**src/rtl/apb_req_arbiter_if.sv**
```systemverilog
// Bundle of requester-side and APB-side signals for apb_req_arbiter.
// master: the arbiter view (drives grants, responses and APB request lines).
// slave:  the environment view (drives requests and APB slave responses).
`timescale 1ns/1ps
interface apb_req_arbiter_if #(
    parameter int NREQ   = 2,
    parameter int AWIDTH = 8,
    parameter int DWIDTH = 32
);
    logic [NREQ-1:0]        req_valid;
    logic [NREQ-1:0]        req_write;
    logic [NREQ*AWIDTH-1:0] req_addr;
    logic [NREQ*DWIDTH-1:0] req_wdata;
    logic [NREQ-1:0]        req_ready;
    logic [NREQ-1:0]        resp_valid;
    logic [DWIDTH-1:0]      resp_rdata;
    logic                   resp_err;
    logic                   p_sel;
    logic                   p_en;
    logic                   p_write;
    logic [AWIDTH-1:0]      addr;
    logic [DWIDTH-1:0]      wdata;
    logic [DWIDTH-1:0]      rdata;
    logic                   p_ready;

    modport master (
        input  req_valid, req_write, req_addr, req_wdata, rdata, p_ready,
        output req_ready, resp_valid, resp_rdata, resp_err,
               p_sel, p_en, p_write, addr, wdata
    );

    modport slave (
        output req_valid, req_write, req_addr, req_wdata, rdata, p_ready,
        input  req_ready, resp_valid, resp_rdata, resp_err,
               p_sel, p_en, p_write, addr, wdata
    );
endinterface

```
**src/rtl/apb_req_arbiter.sv**
```systemverilog
// apb_req_arbiter: shares one APB slave between NREQ requesters.
// Round-robin arbitration, APB SETUP/ACCESS sequencing, completion routed
// back to the granted requester. All outputs are registered.
// Optional feature macro: APB_TIMEOUT_EN (ACCESS-phase timeout with resp_err).
`timescale 1ns/1ps
module apb_req_arbiter #(
    parameter int NREQ    = 2,
    parameter int AWIDTH  = 8,
    parameter int DWIDTH  = 32,
    parameter int TIMEOUT = 16
) (
    input  logic              clk,
    input  logic              rst,
    apb_req_arbiter_if.master bus
);
    localparam int PW = (NREQ > 1) ? $clog2(NREQ) : 1;

    localparam logic [1:0] ST_IDLE   = 2'd0;
    localparam logic [1:0] ST_SETUP  = 2'd1;
    localparam logic [1:0] ST_ACCESS = 2'd2;

    logic [1:0]        state_r;
    logic [PW-1:0]     rr_ptr_r;
    logic [PW-1:0]     owner_r;
    logic [NREQ-1:0]   req_ready_r;
    logic [NREQ-1:0]   resp_valid_r;
    logic [DWIDTH-1:0] resp_rdata_r;
    logic              p_sel_r;
    logic              p_en_r;
    logic              p_write_r;
    logic [AWIDTH-1:0] addr_r;
    logic [DWIDTH-1:0] wdata_r;

    logic              grant_any_s;
    logic [PW-1:0]     grant_idx_s;
    logic [PW-1:0]     rr_next_s;
    logic              sel_write_s;
    logic [AWIDTH-1:0] sel_addr_s;
    logic [DWIDTH-1:0] sel_wdata_s;
    logic              done_s;
    logic              abort_s;
    logic              launch_s;

    // Requester index k positions after base, wrapping at NREQ.
    function automatic logic [PW-1:0] rr_idx(input logic [PW-1:0] base, input int k);
        int s;
        s = int'(base) + k;
        return PW'((s >= NREQ) ? (s - NREQ) : s);
    endfunction

`ifdef APB_TIMEOUT_EN
    localparam int TW = $clog2(TIMEOUT + 1);
    logic [TW-1:0] tcnt_r;
    logic          resp_err_r;
`else
    logic [31:0]   unused_timeout_s;
    assign unused_timeout_s = 32'(TIMEOUT);
`endif

    // Round-robin search: first valid requester at or after rr_ptr.
    always_comb begin
        grant_any_s = 1'b0;
        grant_idx_s = rr_ptr_r;
        for (int k = 0; k < NREQ; k++) begin
            if (!grant_any_s && bus.req_valid[rr_idx(rr_ptr_r, k)]) begin
                grant_any_s = 1'b1;
                grant_idx_s = rr_idx(rr_ptr_r, k);
            end else begin
            end
        end
    end

    // Winner's request fields and the pointer value that follows it.
    always_comb begin
        rr_next_s   = (grant_idx_s == PW'(NREQ - 1)) ? '0 : (grant_idx_s + 1'b1);
        sel_write_s = bus.req_write[grant_idx_s];
        sel_addr_s  = bus.req_addr[int'(grant_idx_s) * AWIDTH +: AWIDTH];
        sel_wdata_s = bus.req_wdata[int'(grant_idx_s) * DWIDTH +: DWIDTH];
    end

    // End of ACCESS: slave ready (always wins) or, optionally, timeout abort.
    always_comb begin
        done_s  = 1'b0;
        abort_s = 1'b0;
        if (state_r == ST_ACCESS) begin
            if (bus.p_ready) begin
                done_s = 1'b1;
            end
`ifdef APB_TIMEOUT_EN
            else if (tcnt_r == TW'(TIMEOUT - 1)) begin
                done_s  = 1'b1;
                abort_s = 1'b1;
            end
`endif
            else begin
            end
        end else begin
        end
        launch_s = grant_any_s && ((state_r == ST_IDLE) || done_s);
    end

    // Main FSM: grant, APB phase sequencing and response generation.
    always_ff @(posedge clk) begin
        if (!rst) begin
            state_r      <= ST_IDLE;
            rr_ptr_r     <= '0;
            owner_r      <= '0;
            req_ready_r  <= '0;
            resp_valid_r <= '0;
            resp_rdata_r <= '0;
            p_sel_r      <= 1'b0;
            p_en_r       <= 1'b0;
            p_write_r    <= 1'b0;
            addr_r       <= '0;
            wdata_r      <= '0;
        end else begin
            req_ready_r  <= '0;
            resp_valid_r <= '0;
            if (done_s) begin
                resp_valid_r[owner_r] <= 1'b1;
                if (abort_s) begin
                    resp_rdata_r <= '0;
                end else if (!p_write_r) begin
                    resp_rdata_r <= bus.rdata;
                end else begin
                    resp_rdata_r <= resp_rdata_r;
                end
            end
            if (launch_s) begin
                // Back-to-back launch from ACCESS keeps p_sel high.
                state_r                  <= ST_SETUP;
                p_sel_r                  <= 1'b1;
                p_en_r                   <= 1'b0;
                p_write_r                <= sel_write_s;
                addr_r                   <= sel_addr_s;
                wdata_r                  <= sel_wdata_s;
                req_ready_r[grant_idx_s] <= 1'b1;
                owner_r                  <= grant_idx_s;
                rr_ptr_r                 <= rr_next_s;
            end else begin
                case (state_r)
                    ST_IDLE: begin
                        p_sel_r <= 1'b0;
                        p_en_r  <= 1'b0;
                    end
                    ST_SETUP: begin
                        p_en_r  <= 1'b1;
                        state_r <= ST_ACCESS;
                    end
                    ST_ACCESS: begin
                        if (done_s) begin
                            state_r <= ST_IDLE;
                            p_sel_r <= 1'b0;
                            p_en_r  <= 1'b0;
                        end
                    end
                    default: begin
                        state_r <= ST_IDLE;
                        p_sel_r <= 1'b0;
                        p_en_r  <= 1'b0;
                    end
                endcase
            end
        end
    end

`ifdef APB_TIMEOUT_EN
    // ACCESS wait counter: cleared in SETUP (the only way into ACCESS).
    always_ff @(posedge clk) begin
        if (!rst) begin
            tcnt_r <= '0;
        end else if (state_r == ST_SETUP) begin
            tcnt_r <= '0;
        end else if ((state_r == ST_ACCESS) && !done_s) begin
            tcnt_r <= tcnt_r + 1'b1;
        end else begin
            tcnt_r <= tcnt_r;
        end
    end

    // Error flag, updated on every completion.
    always_ff @(posedge clk) begin
        if (!rst) begin
            resp_err_r <= 1'b0;
        end else if (done_s) begin
            resp_err_r <= abort_s;
        end else begin
            resp_err_r <= resp_err_r;
        end
    end

    assign bus.resp_err = resp_err_r;
`else
    assign bus.resp_err = 1'b0;
`endif

    assign bus.req_ready  = req_ready_r;
    assign bus.resp_valid = resp_valid_r;
    assign bus.resp_rdata = resp_rdata_r;
    assign bus.p_sel      = p_sel_r;
    assign bus.p_en       = p_en_r;
    assign bus.p_write    = p_write_r;
    assign bus.addr       = addr_r;
    assign bus.wdata      = wdata_r;
endmodule

```
**src/flat_wrapper.sv**
```systemverilog
// flat-port wrapper written by rule: the top's interface ports become plain ports
module apb_req_arbiter_flat 
#(
    parameter int NREQ    = 2,
    parameter int AWIDTH  = 8,
    parameter int DWIDTH  = 32,
    parameter int TIMEOUT = 16
)
  (clk, rst, bus_req_valid, bus_req_write, bus_req_addr, bus_req_wdata, bus_rdata, bus_p_ready, bus_req_ready, bus_resp_valid, bus_resp_rdata, bus_resp_err, bus_p_sel, bus_p_en, bus_p_write, bus_addr, bus_wdata);
  apb_req_arbiter_if #(.NREQ(NREQ), .AWIDTH(AWIDTH), .DWIDTH(DWIDTH)) bus_i ();
  input  logic clk;
  input  logic rst;
  input wire logic [$bits(bus_i.req_valid)-1:0] bus_req_valid;
  input wire logic [$bits(bus_i.req_write)-1:0] bus_req_write;
  input wire logic [$bits(bus_i.req_addr)-1:0] bus_req_addr;
  input wire logic [$bits(bus_i.req_wdata)-1:0] bus_req_wdata;
  input wire logic [$bits(bus_i.rdata)-1:0] bus_rdata;
  input wire logic [$bits(bus_i.p_ready)-1:0] bus_p_ready;
  output wire logic [$bits(bus_i.req_ready)-1:0] bus_req_ready;
  output wire logic [$bits(bus_i.resp_valid)-1:0] bus_resp_valid;
  output wire logic [$bits(bus_i.resp_rdata)-1:0] bus_resp_rdata;
  output wire logic [$bits(bus_i.resp_err)-1:0] bus_resp_err;
  output wire logic [$bits(bus_i.p_sel)-1:0] bus_p_sel;
  output wire logic [$bits(bus_i.p_en)-1:0] bus_p_en;
  output wire logic [$bits(bus_i.p_write)-1:0] bus_p_write;
  output wire logic [$bits(bus_i.addr)-1:0] bus_addr;
  output wire logic [$bits(bus_i.wdata)-1:0] bus_wdata;
  assign bus_i.req_valid = bus_req_valid;
  assign bus_i.req_write = bus_req_write;
  assign bus_i.req_addr = bus_req_addr;
  assign bus_i.req_wdata = bus_req_wdata;
  assign bus_i.rdata = bus_rdata;
  assign bus_i.p_ready = bus_p_ready;
  assign bus_req_ready = bus_i.req_ready;
  assign bus_resp_valid = bus_i.resp_valid;
  assign bus_resp_rdata = bus_i.resp_rdata;
  assign bus_resp_err = bus_i.resp_err;
  assign bus_p_sel = bus_i.p_sel;
  assign bus_p_en = bus_i.p_en;
  assign bus_p_write = bus_i.p_write;
  assign bus_addr = bus_i.addr;
  assign bus_wdata = bus_i.wdata;
  apb_req_arbiter #(.NREQ(NREQ), .AWIDTH(AWIDTH), .DWIDTH(DWIDTH), .TIMEOUT(TIMEOUT)) u_core (.clk(clk), .rst(rst), .bus(bus_i));
endmodule
```
**config.mk**
```make
export PLATFORM = sky130hd
export DESIGN_NAME = apb_req_arbiter_flat
export DESIGN_NICKNAME = d
export VERILOG_FILES = /design/src/rtl/apb_req_arbiter_if.sv /design/src/rtl/apb_req_arbiter.sv /design/src/flat_wrapper.sv
export SDC_FILE = /design/constraint.sdc
export NUM_CORES = 1
export LEC_CHECK = 0
export CAP_MARGIN = 20
export CORE_MARGIN = 5
export CORE_UTILIZATION = 32
export CTS_BUF_LIST = sky130_fd_sc_hd__clkbuf_8
export DETAILED_ROUTE_END_ITERATION = 10
export PLACE_DENSITY_LB_ADDON = 0.15
export SLEW_MARGIN = 20
export SYNTH_ARGS = -nofsm -noshare
export SYNTH_HDL_FRONTEND = slang
export SYNTH_SLANG_ARGS = --single-unit
export TNS_END_PERCENT = 50
```
**constraint.sdc**
```tcl
create_clock -name clk -period 1.5 [get_ports clk]
set_input_delay 0.225 -clock clk [delete_from_list [all_inputs] [get_ports clk]]
set_output_delay 0.225 -clock clk [all_outputs]
set_load 0.03 [all_outputs]
```
# Word-level counts from Yosys, hierarchy flattened
# Cells that the tools add are included.
# word_totals
reg_bits	83
input_bits	119
out_inout_bits	80
elab_cells	75
# op_classes
add_sub_neg	4
order_cmp	8
eq_ne	6
shifts	2
muxes	26
n_bitwise	3
reduce_logical	14
# ops
op	n
$shiftx A64 B7 Y32	1
$mux W1	20
$shiftx A16 B5 Y8	1
$reduce_and A2 Y1	6
$lt A1 B2 Y1 const B	4
$ne A2 B1 Y1 const B	3
$pmux W2 S3	1
$logic_and A1 B1 Y1	4
$pmux W1 S2	2
$ne A3 B1 Y1 const B	1
$not A1 Y1	3
$add A1 B1 Y2 const B	1
$demux W1 S1	2
$eq A2 B1 Y1 const B	1
$eq A2 B2 Y1 const B	1
$ge A1 B1 Y1 const B	2
$ge A1 B2 Y1 const B	1
$ge A2 B2 Y1 const B	1
$logic_not A2 Y1	1
$mux W2	1
$reduce_or A2 Y1	1
$sub A1 B1 Y1 const B	2
$add A1 B1 Y1 const B	1
$logic_not A1 Y1	1
$logic_or A1 B1 Y1	1

# Depth between registers and ports, before layout
# depth
depth_word	12
depth_mapped	6
depth_no_buf	3

# Least setup slack after synthesis
# No wires, ideal clock.
# synth_timing
path_kind	register -> register
from	register u_core.state_r[1]
to	register u_core.wdata_r[15] (netlist: u_core.bus.wdata[15])
setup_time_ns	0.122
t_arrival_ns	1.395
t_required_ns	1.378
path_slack_ns	-0.017
path_stages_with_launch	7
path_buffers	3
synth_period_minus_slack_ns	1.517
path_cell_list	dfxtp_1 > nor2b_1 > buf_6 > o31a_1 > buf_2 > buf_2 > a221o_1
# synth_via
elab_chain_len	4
elab_cells_between_ends	5
cone_classes	1 x eq/ne; 1 x mux; 3 x reduce/logical
# synth_lines
element	line_no	source
start: declaration	apb_req_arbiter.sv:22	logic [1:0] state_r;
start signal: assignment	apb_req_arbiter.sv:105	state_r <= ST_IDLE;
start signal: assignment	apb_req_arbiter.sv:131	state_r <= ST_SETUP;
start signal: assignment	apb_req_arbiter.sv:148	state_r <= ST_ACCESS;
$eq A2 B2 Y1	apb_req_arbiter.sv:85	if (state_r == ST_ACCESS) begin
$mux W1	apb_req_arbiter.sv:85	
$logic_or A1 B1 Y1 *	apb_req_arbiter.sv:99	launch_s = grant_any_s && ((state_r == ST_IDLE) || done_s);
$logic_and A1 B1 Y1 *	apb_req_arbiter.sv:99	
end signal: assignment	apb_req_arbiter.sv:136	wdata_r <= sel_wdata_s;
end: declaration	apb_req_arbiter.sv:32	logic [DWIDTH-1:0] wdata_r;
# Every way passes the cells marked *; elsewhere a longest branch is shown, timed or not.
# A chain may end at the register's enable or synchronous reset.

# Worst setup path after layout
# layout_timing
from	input bus_p_ready
to	register u_core.wdata_r[8] (netlist: u_core.bus.wdata[8])
# layout_via
elab_chain_len	4
# layout_lines
element	line_no	source
start: declaration	flat_wrapper.sv:18	input wire logic [$bits(bus_i.p_ready)-1:0] bus_p_ready;
$mux W1	apb_req_arbiter.sv:86	if (bus.p_ready) begin
$mux W1	apb_req_arbiter.sv:85	
$logic_or A1 B1 Y1	apb_req_arbiter.sv:99	
$logic_and A1 B1 Y1	apb_req_arbiter.sv:99	
# No other way between the ends.

==> metrics.csv <==
metric,value,unit
# IOs,199,
Site Rows,37,
Final Hold Violating Endpoints,0,
skew final,0.00906,ns
max-slew violations,0,
Synth Register Bits,83,
die width,112,µm
initial antenna violation count,1,
Tcrit/Tclk final,97.5,%
Synth Flop Type,dfxtp_1,
Slew @ Worst Pin,0.636,ns
Ys Warns,0,
area occupied by multi-input gates,0.00145,mm²
# diodes,0,
Initial Util,32.5,%
H-tree level count,3,
Final WS setup,0.0370,ns
first-pass GRT wire length,18.3,mm
Remaining DRCs,0,
Clock transition at path regs,0.08,ns
Placed Cells incl. Taps,682,
final WL,11.5,mm
library cells used by synthesis,26,
clock tree buffer depth,2,
Filler cells,979,
clock tree from TritonCTS,yes,
DR vias,3492,
Core Area,0.0102,mm²
clock period minus worst slack,1.46,ns
GRT overflow,0,
crit path max fanout,43,
GRT Overall Usage,17.8,%
Worst Hold Class,in -> reg,
Final #Nets,676,
via/cell ratio,5.01,
CTS Root Cell,clkbuf_8,
"Net Count, Synth",493,
status,completed,
Post-DP HPWL,8.20,mm
IO buf count,197,
DR pass1 iterations,4,
clock latency on the worst-skew pair,0.34,ns
pre-CTS setup slack,-0.330,ns
CP Data Arrival Time,1.69,ns
register cell area after layout,0.00166,mm²
Sink Count,83,
Routability Congestion,0.757,
number of global-route vias before repair,3437,
cell area after synthesis,0.00333,mm²
Worst VDD drop,0.387,mV
Max Fclk,684,MHz
ANT nets after route,0,
Die Span Y,112,µm
Critical Path End Type,register,
MaxCap Viol Count,0,
Initial DRC Count,190,
critical path type,in -> reg,
unrepaired setup endpoints after global routing,true,
syn avg cell area,8.89,µm²
CP Launch Type,primary input,
Pleak,0.00242,µW
Area growth syn-to-layout,66.7,%
layout cells sized above 1,7.31,%
CTS buffer count,9,
final setup fails,0,
Layout Cells excl Fill,697,
CP required,1.73,ns
DIE AREA,0.0125,mm²
cells after synthesis,374,
sequential area share after synthesis,50.0,%
Pwr Density,957,mW/mm²
Routed WL per cell,16.6,µm
asr flop ratio synth,0,%
Post-synth EDFFs,0,
max_slew headroom,57.6,%
largest net degree at the start of global routing,69,
==> cell type report <==
| cell class | count | share of cell area [%] |
|---|---|---|
| tap | 136 | 3.07 |
| timing repair buffer | 217 | 37.1 |
| clock buffer | 10 | 2.48 |
| clock inverter | 5 | 0.993 |
| sequential | 83 | 30.0 |
| inverter | 4 | 0.271 |
| multi-input combinational | 242 | 26.1 |
==> cells by family (layout without fill, tap and decap cells) <==
| group | after synthesis | count (layout) | share of synthesized area (%) |
|---|---|---|---|
| and+or+nand+nor | 161 | 161 | 23.4 |
| DFF | 83 | 83 | 50.0 |
| AOI/OAI and AO/OA | 80 | 80 | 19.3 |
| other | 1 | 1 | 0.113 |
| buffers and inverters | 49 | 236 | 7.22 |
==> state kept, by name, summed over array words and instances, names as in the netlist <==
register,cells
u_core.bus.resp_rdata,32
u_core.bus.wdata,32
u_core.bus.addr,8
u_core.bus.req_ready,2
u_core.bus.resp_valid,2
u_core.state_r,2
u_core.bus.p_en,1
u_core.bus.p_sel,1
u_core.bus.p_write,1
u_core.owner_r,1
u_core.rr_ptr_r,1
==> worst max-delay path, cell delays in order <==
cell	delay (ns)
clkdlybuf4s50_1	0.53
nor2b_4	0.07
o31a_2	0.35
buf_12	0.19
a221o_1	0.32
==> report_power, final <==
part | total [µW] | internal, µW | switching [µW]
Clock | 1570 | 800 | 775
Sequential | 2440 | 2350 | 85.3
Combinational | 1290 | 603 | 687
==> synth_stat cells, types with 4 or more instances <==
cell type / count / share of area (%)
dfxtp_1: 83 / 50
nand2_1: 74 / 8.4
a221o_1: 41 / 12
nor4_1: 41 / 7.7
nand3_1: 33 / 5.0
clkbuf_1: 29 / 3.3
o21ai_1: 22 / 3.3
o21ai_0: 10 / 1.5
buf_2: 6 / 0.90
nor2b_1: 6 / 1.1
buf_6: 5 / 1.7
inv_1: 4 / 0.45
==> layout by cell type (no fill, tap or decap), drive strengths merged, types with 2 or more instances in the layout <==
master / synthesis / routed
o21ai: 32 / 32
clkinv: 0 / 2
clkdlybuf4s50: 0 / 117
buf: 16 / 21
a221o: 41 / 41
nor2b: 6 / 6
clkbuf: 29 / 10
nand3: 33 / 33
a21o: 2 / 2
inv: 4 / 5
nor2: 3 / 3
dfxtp: 83 / 83
dlygate4sd2: 0 / 79
nand2: 74 / 74
nor4: 41 / 41
==> per-layer routing <==
layer	part of all wire, %	track usage (%)
met5	0.16	0
met4	1.5	6.01
met3	10	7.61
met2	45	27.1
met1	43	22.7
==> per-stage QoR <==
stage                     setup TNS [ns]  total power [µW]  cell area [µm²]  hold slack (ns)  util [%]
after floorplan                   -0.575              3160             3340            0.358         -
after global placement            -14.60              3870             5450            0.430      53.3
after detailed placement          -16.20              3880             5450            0.441      53.3
final                                  0              5300             5540            0.418      54.2
after CTS                              0              5390             5540            0.396      54.2
after global routing            -0.00772              5560             5540            0.402      54.2
==> final timing paths <==
check        slack (ns)                 startpoint                   endpoint  cells after the start
max                0.04                bus_p_ready        u_core.bus.wdata[8]                      5
min                0.42                        rst    u_core.bus.req_ready[0]                      4
max reg2reg        0.08          u_core.state_r[1]        u_core.bus.wdata[8]                      4
min reg2reg        0.45  u_core.bus.resp_rdata[28]  u_core.bus.resp_rdata[28]                      2
==> what timing repair did <==
item                                    4_1_cts  5_1_grt
setup buffers                                 0        0
hold buffers                                  0        0
resized for setup                            79        0
endpoints found under the setup margin       79        2
No activity file was read; power rests on OpenSTA's default activity.
